File: config.mk
export PLATFORM = sky130hd
export DESIGN_NAME = alien_hit_ctrl
export DESIGN_NICKNAME = d
export VERILOG_FILES = /design/src/rtl/alien_hit_ctrl.sv
export SDC_FILE = /design/constraint.sdc
export NUM_CORES = 1
export LEC_CHECK = 0
export CAP_MARGIN = 25
export CORE_MARGIN = 10
export CORE_UTILIZATION = 54
export DETAILED_ROUTE_END_ITERATION = 8
export PLACE_DENSITY = 0.8
export SLEW_MARGIN = 25
export SYNTH_ARGS = -nofsm -noshare
export SYNTH_HDL_FRONTEND = slang
export SYNTH_SLANG_ARGS = --single-unit
export TNS_END_PERCENT = 1
File: constraint.sdc
create_clock -name clk -period 3.2 [get_ports clk]
set_clock_uncertainty 0.2 [all_clocks]
set_input_delay 0.64 -clock clk [delete_from_list [all_inputs] [get_ports clk]]
set_output_delay 0.64 -clock clk [all_outputs]
set_load 0.02 [all_outputs]
File: src/rtl/alien_hit_ctrl.sv
// alien_hit_ctrl: collision detection, alive tracking and march-down timing for a
// five-alien row. Commands to aliensMove are serialised: one clear or one move at a time.
module alien_hit_ctrl #(
  parameter logic [7:0]  X0          = 8'd10,
  parameter logic [6:0]  Y0          = 7'd10,
  parameter int unsigned ALIEN_W     = 10,
  parameter int unsigned ALIEN_H     = 8,
  parameter int unsigned ALIEN_GAP   = 4,
  parameter int unsigned STEP_Y      = 5,
  parameter int unsigned BOTTOM_Y    = 100,
  parameter int unsigned MOVE_PERIOD = 25_000_000
) (
  input  logic       clk,
  input  logic       reset,
  input  logic       rocketValid,
  input  logic [7:0] rocketX,
  input  logic [6:0] rocketY,
  input  logic       cleared1,
  input  logic       cleared2,
  input  logic       cleared3,
  input  logic       cleared4,
  input  logic       cleared5,
  input  logic       moveDone,
  output logic       clear1,
  output logic       clear2,
  output logic       clear3,
  output logic       clear4,
  output logic       clear5,
  output logic       moveDown,
  output logic       rocketHit,
  output logic [4:0] aliveMask,
  output logic [6:0] blockY,
  output logic       allDead,
  output logic       reachedBottom
);

  localparam int unsigned NumAliens = 5;
  localparam int unsigned Pitch     = ALIEN_W + ALIEN_GAP;
  localparam int unsigned CntW      = (MOVE_PERIOD > 2) ? $clog2(MOVE_PERIOD) : 1;
  localparam logic [CntW-1:0] CntMax = CntW'(MOVE_PERIOD - 1);

  typedef enum logic [1:0] {
    StIdle,
    StClear,
    StMove
  } state_e;

  state_e state_q, state_d;

  logic [4:0]      alive_q;
  logic [6:0]      block_y_q;
  logic [2:0]      clr_idx_q;
  logic [CntW-1:0] move_cnt_q;
  logic            move_pending_q;
  logic            all_dead_q;
  logic            reached_bottom_q;
  logic            rocket_hit_q;

  // Collision and command-decision signals
  logic [8:0] x_lo [NumAliens];
  logic [8:0] x_hi [NumAliens];
  logic [7:0] y_lo;
  logic [7:0] y_hi;
  logic       y_in;
  logic [4:0] hit_vec;
  logic       hit_any;
  logic [2:0] hit_idx;
  logic [4:0] cleared_vec;
  logic       cleared_sel;
  logic [7:0] move_end;
  logic       move_ok;
  logic       move_req;
  logic       start_move;
  logic       hit_accept;
  logic       clear_ack;
  logic       move_ack;
  logic       timer_frozen;
  logic       timer_wrap;
  logic [4:0] alive_after_clear;
  logic [4:0] clear_vec;

  // Bounding-box comparators; sums are widened one bit so no bound can wrap.
  always_comb begin
    y_lo = {1'b0, block_y_q};
    y_hi = y_lo + 8'(ALIEN_H - 1);
    y_in = ({1'b0, rocketY} >= y_lo) && ({1'b0, rocketY} <= y_hi);
    for (int k = 0; k < NumAliens; k++) begin
      x_lo[k]    = {1'b0, X0} + 9'(k * Pitch);
      x_hi[k]    = x_lo[k] + 9'(ALIEN_W - 1);
      hit_vec[k] = rocketValid && y_in && alive_q[k] &&
                   ({1'b0, rocketX} >= x_lo[k]) && ({1'b0, rocketX} <= x_hi[k]);
    end
  end

  // Lowest-index hit wins if more than one comparator ever fires.
  always_comb begin
    hit_any = |hit_vec;
    hit_idx = 3'd0;
    for (int k = NumAliens - 1; k >= 0; k--) begin
      if (hit_vec[k]) begin
        hit_idx = 3'(k);
      end
    end
  end

  // Acknowledge selection, bottom-limit check and the event strobes shared by the processes below.
  always_comb begin
    cleared_vec       = {cleared5, cleared4, cleared3, cleared2, cleared1};
    cleared_sel       = cleared_vec[clr_idx_q];
    move_end          = {1'b0, block_y_q} + 8'(STEP_Y + ALIEN_H);
    move_ok           = (move_end <= 8'(BOTTOM_Y));
    hit_accept        = (state_q == StIdle) && hit_any;
    move_req          = (state_q == StIdle) && !hit_any && move_pending_q;
    start_move        = move_req && move_ok && !all_dead_q && !reached_bottom_q;
    clear_ack         = (state_q == StClear) && cleared_sel;
    move_ack          = (state_q == StMove) && moveDone;
    timer_frozen      = move_pending_q || all_dead_q || reached_bottom_q;
    timer_wrap        = !timer_frozen && (move_cnt_q == CntMax);
    alive_after_clear = alive_q & ~(5'b00001 << clr_idx_q);
  end

  // State register
  always_ff @(posedge clk) begin
    if (reset) begin
      state_q <= StIdle;
    end else begin
      state_q <= state_d;
    end
  end

  // Next-state: a hit always beats a pending move
  always_comb begin
    state_d = state_q;
    unique case (state_q)
      StIdle: begin
        if (hit_any) begin
          state_d = StClear;
        end else if (start_move) begin
          state_d = StMove;
        end
      end
      StClear: begin
        if (cleared_sel) begin
          state_d = StIdle;
        end
      end
      StMove: begin
        if (moveDone) begin
          state_d = StIdle;
        end
      end
      default: state_d = StIdle;
    endcase
  end

  // Outputs decoded from the registered state; at most one command is ever high
  always_comb begin
    clear_vec = 5'b00000;
    if (state_q == StClear) begin
      clear_vec = 5'b00001 << clr_idx_q;
    end
    clear1   = clear_vec[0];
    clear2   = clear_vec[1];
    clear3   = clear_vec[2];
    clear4   = clear_vec[3];
    clear5   = clear_vec[4];
    moveDown = (state_q == StMove);
  end

  // Latch the hit alien, emit the one-cycle rocket kill, retire aliens on acknowledge
  always_ff @(posedge clk) begin
    if (reset) begin
      clr_idx_q    <= 3'd0;
      rocket_hit_q <= 1'b0;
      alive_q      <= 5'b11111;
      all_dead_q   <= 1'b0;
    end else begin
      rocket_hit_q <= hit_accept;
      if (hit_accept) begin
        clr_idx_q <= hit_idx;
      end
      if (clear_ack) begin
        alive_q    <= alive_after_clear;
        all_dead_q <= (alive_after_clear == 5'b00000);
      end
    end
  end

  // Block origin advances only when the redraw is acknowledged
  always_ff @(posedge clk) begin
    if (reset) begin
      block_y_q <= Y0;
    end else if (move_ack) begin
      block_y_q <= block_y_q + 7'(STEP_Y);
    end
  end

  // March timer; a pending request is consumed by the first idle cycle without a hit
  always_ff @(posedge clk) begin
    if (reset) begin
      move_cnt_q       <= '0;
      move_pending_q   <= 1'b0;
      reached_bottom_q <= 1'b0;
    end else begin
      if (!timer_frozen) begin
        move_cnt_q <= timer_wrap ? '0 : move_cnt_q + 1'b1;
      end
      if (timer_wrap) begin
        move_pending_q <= 1'b1;
      end else if (move_req) begin
        move_pending_q <= 1'b0;
      end
      if (move_req && !move_ok && !all_dead_q) begin
        reached_bottom_q <= 1'b1;
      end
    end
  end

  assign rocketHit     = rocket_hit_q;
  assign aliveMask     = alive_q;
  assign blockY        = block_y_q;
  assign allDead       = all_dead_q;
  assign reachedBottom = reached_bottom_q;

endmodule

# Word level (Yosys, flattened, before mapping)
# Cells that the tools add are included.
# op_classes
n_addsub,4
order_cmp,14
n_eq_ne,6
shifts,1
n_mux,16
bitwise,2
reduce_logical,40
# ops
op,count
logical AND 1 bit,28
adder 25 x 1 -> 25 bit (second input constant),1
equality test 25 bit (second input constant),1
two-way mux 25 bit,1
<= comparator 8 x 6 -> 1 bit (second input constant),3
greater-or-equal comparator 8 x 6 -> 1 bit (second input constant),2
<= comparator 8 x 7 -> 1 bit (second input constant),2
two-way mux 3 bit,5
adder 7 x 3 -> 8 bit (second input constant),1
adder 7 x 4 -> 8 bit (second input constant),1
greater-or-equal comparator 8 x 4 -> 1 bit (second input constant),1
greater-or-equal comparator 8 x 5 -> 1 bit (second input constant),1
greater-or-equal comparator 8 x 7 -> 1 bit (second input constant),1
<= comparator 7 x 8 -> 1 bit,1
<= comparator 8 x 5 -> 1 bit (second input constant),1
two-way mux 2 bit,4
adder 7 x 3 -> 7 bit (second input constant),1
greater-or-equal comparator 7 bit,1
case mux 2 bit (3 select lines),1
AND 5 bit,1
logical NOT 1 bit,5
logical NOT 5 bit,1
two-way mux 5 bit,1
inverter 5 bit,1
13 further kinds,17
# word_totals
register_bits,46
in_bits,24
output_inout_bits,21
word_cells,92

# Logic depth before layout (Yosys ltp)
# logic_depth
depth_word,17
depth_mapped,12
ltp_nobuf,12

# Least setup slack after synthesis
# Ideal clock, no wire load.
# synth_timing
path_kind,flip-flop to flip-flop
start,"register block_y_q[0], in the netlist blockY[0]"
end,"register reached_bottom_q, in the netlist reachedBottom"
setup_time_ps,117
arrival_ps,2640
t_required_ps,2883
path_slack_ps,243
path_stages_with_launch,13
path_buffers,0
synth_period_minus_slack_ps,2957
cell_sequence,dfxtp_1 -> inv_1 -> ha_1 -> nand2_1 -> nand4_1 -> xnor2_1 -> ha_1 -> and3_1 -> a211oi_1 -> a211oi_2 -> a211oi_1 -> nand2_1 -> a32o_1
# synth_between
elab_cells_between_ends,29
cone_classes,2 x add/sub; 3 x order compare; 24 x reduce/logical
# synth_rtl
item,line,text
"start, declared",51,logic [6:0] block_y_q;
"start signal, assigned",194,block_y_q <= block_y_q + 7'(STEP_Y);
adder 7 x 4 -> 8 bit,110,"move_end = {1'b0, block_y_q} + 8'(STEP_Y + ALIEN_H);"
net move_end[0],70,logic [7:0] move_end;
<= comparator 8 x 7 -> 1 bit,111,move_ok = (move_end <= 8'(BOTTOM_Y));
logical NOT 1 bit,213,if (move_req && !move_ok && !all_dead_q) begin
logical AND 1 bit (2 in series),213,
"end signal, assigned",203,reached_bottom_q <= 1'b0;
"end signal, assigned",214,reached_bottom_q <= 1'b1;
"end, declared",56,logic reached_bottom_q;
# The timed path passes the listed nets, and every way through them passes these cells.
# A chain may end at the register's enable or synchronous reset.

# Final worst setup path
# layout_timing
start,"register block_y_q[0], in the netlist blockY[0]"
end,register clr_idx_q[1]
# layout_between
elab_chain_cells,11
elab_cells_between_ends,26
cone_classes,1 x add/sub; 2 x order compare; 4 x mux; 19 x reduce/logical
# layout_lines
item,line,text
adder 7 x 3 -> 8 bit,85,y_hi = y_lo + 8'(ALIEN_H - 1);
<= comparator 7 x 8 -> 1 bit,86,"y_in = ({1'b0, rocketY} >= y_lo) && ({1'b0, rocketY} <= y_hi);"
logical AND 1 bit (*),86,
logical AND 1 bit (*),90,hit_vec[k] = rocketValid && y_in && alive_q[k] &&
logical AND 1 bit (2 in series),90,
logical AND 1 bit,91,"({1'b0, rocketX} >= x_lo[k]) && ({1'b0, rocketX} <= x_hi[k]);"
two-way mux 3 bit (4 in series),100,if (hit_vec[k]) begin
"end signal, assigned",180,clr_idx_q <= hit_idx;
"end, declared",52,logic [2:0] clr_idx_q;
# Mark *: on every way between the ends. The rest lies on a longest branch, timed or not.

==> metrics.log <==
[metrics] final wirelength: ~6200 um
[metrics] final non-filler cell area: about 3400 sq um
[metrics] clock tree root driver cell: clkbuf_8
[metrics] Pwr Density: ~310 nW/um^2
[metrics] Crit. Startpoint: blockY[0]
[metrics] maximum number of pins on one net before global-route repair: 22
[metrics] share of synthesized flip-flops with an asynchronous set or reset: 0
[metrics] WL per Instance: roughly 14 um
[metrics] flops & latches, synth: 46
[metrics] distinct cell type count of the synthesized netlist: 56
[metrics] starting density of the core: 0.556
[metrics] transition time at the pin with the least slew margin: roughly 460 ps
[metrics] number of fill cells: ~440
[metrics] I/O Pins: 45
[metrics] Vias per Instance: roughly 5.5
[metrics] post-synthesis cell area: around 2800 sq um
[metrics] CP Launch Type: flip-flop
[metrics] category of the most critical setup path: reg2reg
[metrics] crit end category: flip-flop
[metrics] depth of the worst register-to-register path: 11
[metrics] Slew Limit Fails: 0
[metrics] DRT antenna net count: 0
[metrics] destination of the critical timing path: clr_idx_q[1]
[metrics] post-synthesis sequential area ratio: 0.325
[metrics] number of antenna violations at the first check in global routing: 0
[metrics] worst hold path class: reg2reg
[metrics] data required time at the worst endpoint: approximately 3300 ps
[metrics] final setup violating endpoints: 0
[metrics] final HPWL from detailed placement: ~4700 um
[metrics] leading cell type in the layout, fill and taps excluded: nor2_1
[metrics] reg2reg end: clr_idx_q[1]
[metrics] number of detailed-route iterations in the first pass: 4
[metrics] instance area after placement: around 3300 sq um
[metrics] register clock-pin slew on the reported worst setup and hold paths: 90 ps
[metrics] utilization after layout: 0.673
[metrics] via count: ~2500
[metrics] first-pass GRT wire length: about 11000 um
[metrics] Total Power: between 1 and 1.5 mW
[metrics] Worst EP arrival: about 3000 ps
[metrics] average instance area after synthesis: between 8 and 9 sq um
[metrics] clock tree from TritonCTS: yes
[metrics] number of buffers added by the clock tree synthesis step: 5
[metrics] buffers inserted during post-CTS setup optimization: 0
[metrics] worst reg2reg setup slack: 240 ps
[metrics] final estimated routing congestion in global placement: 0.870
[metrics] number of cell rows: 26
[metrics] Post-CTS Hold Buffers: 0
[metrics] Buffers on Ports: 43
[metrics] Post-Synthesis Cells: about 340
[metrics] Skew-Pair Late Insertion Delay: about 300 ps
[metrics] outcome: completed
[metrics] horizontal die dimension: just over 90 um
[metrics] fin crit share: 0.925
[metrics] cell leakage power: ~1.3 nW
[metrics] EDFF count, synth: 0
[metrics] post-layout net count: between 400 and 500
[metrics] Final Critical Period: 2960 ps
[metrics] Max transition margin: 0.695
[metrics] number of antenna repair diodes: 0
[metrics] slowest stage cell on the critical path: a211oi_4
[metrics] sequence of cells on the critical path: buf_4 -> nor3_2 -> nor2_1 -> xnor2_1 -> ha_1 -> a21o_1 -> a211oi_1 -> o21ai_1 -> a211oi_4 -> nor3b_1 -> a31o_1
[metrics] yosys warns: 0
[metrics] share of post-route cells with drive strength above 1: 0.0956
[metrics] Synth Net Count: ~380
[metrics] FMAX: about 340 MHz
[metrics] final worst setup slack: roughly 240 ps
[metrics] GRT Util Overall: 0.145
[metrics] core area: 5110 sq um
[metrics] global route overflow: 0
[metrics] worst reg2reg path startpoint: blockY[0]
[metrics] Synth Flop Type: dfxtp_1
[metrics] H-Tree Level Count: 2
[metrics] Max rail drop VDD: about 0.21 mV
[metrics] number of hold violations in the final report: 0
[metrics] die area: between 8000 and 9000 sq um
[metrics] dpl cells: 449
[metrics] Clock Sinks: 46
[metrics] RSZ-0062 raised after global routing: no
[metrics] P&R area growth vs syn: 21.2%
[metrics] number of global-route vias before repair: between 2000 and 2500
[metrics] Final Non-Filler Cells: approximately 460
[metrics] max_cap viols: 0
[metrics] worst setup slack before clock tree synthesis: approximately 62 ps
[metrics] count of unresolved DRC violations after routing: 0
[metrics] Vert. Die Dim: ~92 um
[metrics] critical-path maximum fanout: 6
[metrics] highest cell delay on the worst timing path: about 370 ps
[metrics] setup total negative slack: 0 ps
[metrics] DR iter-0 viols: 110
[metrics] most used cells in the layout excluding fill and tap cells: 48 x nor2_1, 44 x dfxtp_1, 43 x clkdlybuf4s50_1
[metrics] post-cts sizing count: 0
[metrics] buffers from clock root to sink, at most: 2
[metrics] Fin Hold WS: slightly above 300 ps
[state kept, by name, indices dropped and copies added (netlist names)]
signal,count
allDead,1
aliveMask,5
rocketHit,1
blockY,7
reachedBottom,1
clr_idx_q,3
move_pending_q,1
move_cnt_q,25
state_q,2
[where the power goes]
part           total (mW)  leakage, nW  switching, mW  internal (mW)
Clock               0.378       0.0489          0.200          0.179
Combinational       0.109        0.838         0.0539         0.0547
Sequential          0.583        0.370        0.00692          0.576
[synthesized netlist by cell type (4+ instances only)]
cell,count,area share
nor2_1,48,0.063
xnor2_1,17,0.052
nand4_1,7,0.015
a21o_1,5,0.013
nor3_2,6,0.021
and3_1,6,0.013
nand2_1,29,0.038
nand3_1,17,0.030
a21oi_1,14,0.025
or3_1,5,0.011
inv_1,16,0.021
nor3_1,10,0.018
a211oi_1,5,0.013
xor2_1,15,0.046
o21ai_0,14,0.025
ha_1,17,0.075
dfxtp_1,46,0.32
nor2b_1,4,0.0088
[cell families (layout without fill, tap and decap cells)]
family                   Yosys count  after routing  synth area share
AO/OA/AOI/OAI                     54             54             0.128
XOR/XNOR                          32             32            0.0988
adder cells (fa/ha/maj)           17             17            0.0750
buffers and inverters             26             72            0.0414
flip-flops                        46             46             0.325
multiplexers                       5              5            0.0185
AND/OR/NAND/NOR                  161            161             0.313
[critical path: cells and delay by family, from the launching register on]
kind / cells / cell delay [ps]
XOR/XNOR: 1 / 190
flip-flops: 1 / 320
AND/OR/NAND/NOR: 3 / 620
buffers and inverters: 1 / 150
AO/OA/AOI/OAI: 5 / 1160
adder cells (fa/ha/maj): 1 / 280
[how the worst min path moves through the flow]
stage / startpoint / endpoint / slack, ps / depth (start not counted)
5_1_grt: state_q[1] / state_q[0] / 330 / 1
6_report: state_q[1] / state_q[0] / 310 / 1
4_1_cts: state_q[1] / state_q[0] / 300 / 1
3_5_place_dp: state_q[1] / state_q[0] / 280 / 1
2_1_floorplan: state_q[1] / state_q[0] / 250 / 1
3_3_place_gp: state_q[1] / state_q[0] / 290 / 1
[routing by layer]
metal	routed length, um	global-route usage	up-vias
li1	-	-	1286
met1	2800	0.172	1152
met2	2860	0.243	68
met3	445	0.0468	5
met4	67	0.0463	0
met5	0	0	-
[area by class of cell]
| type | instances | area [sq um] | area share |
|---|---|---|---|
| flip-flops and latches | 46 | 923 | 0.269 |
| repair buffers | 48 | 468 | 0.136 |
| multi-input cells | 269 | 1800 | 0.525 |
| inverters | 16 | 60.1 | 0.0175 |
| clock buffers | 7 | 86.3 | 0.0251 |
| clock inverters | 1 | 8.76 | 0.00255 |
| well taps | 70 | 87.6 | 0.0255 |
No activity file was read; power rests on OpenSTA's default activity.
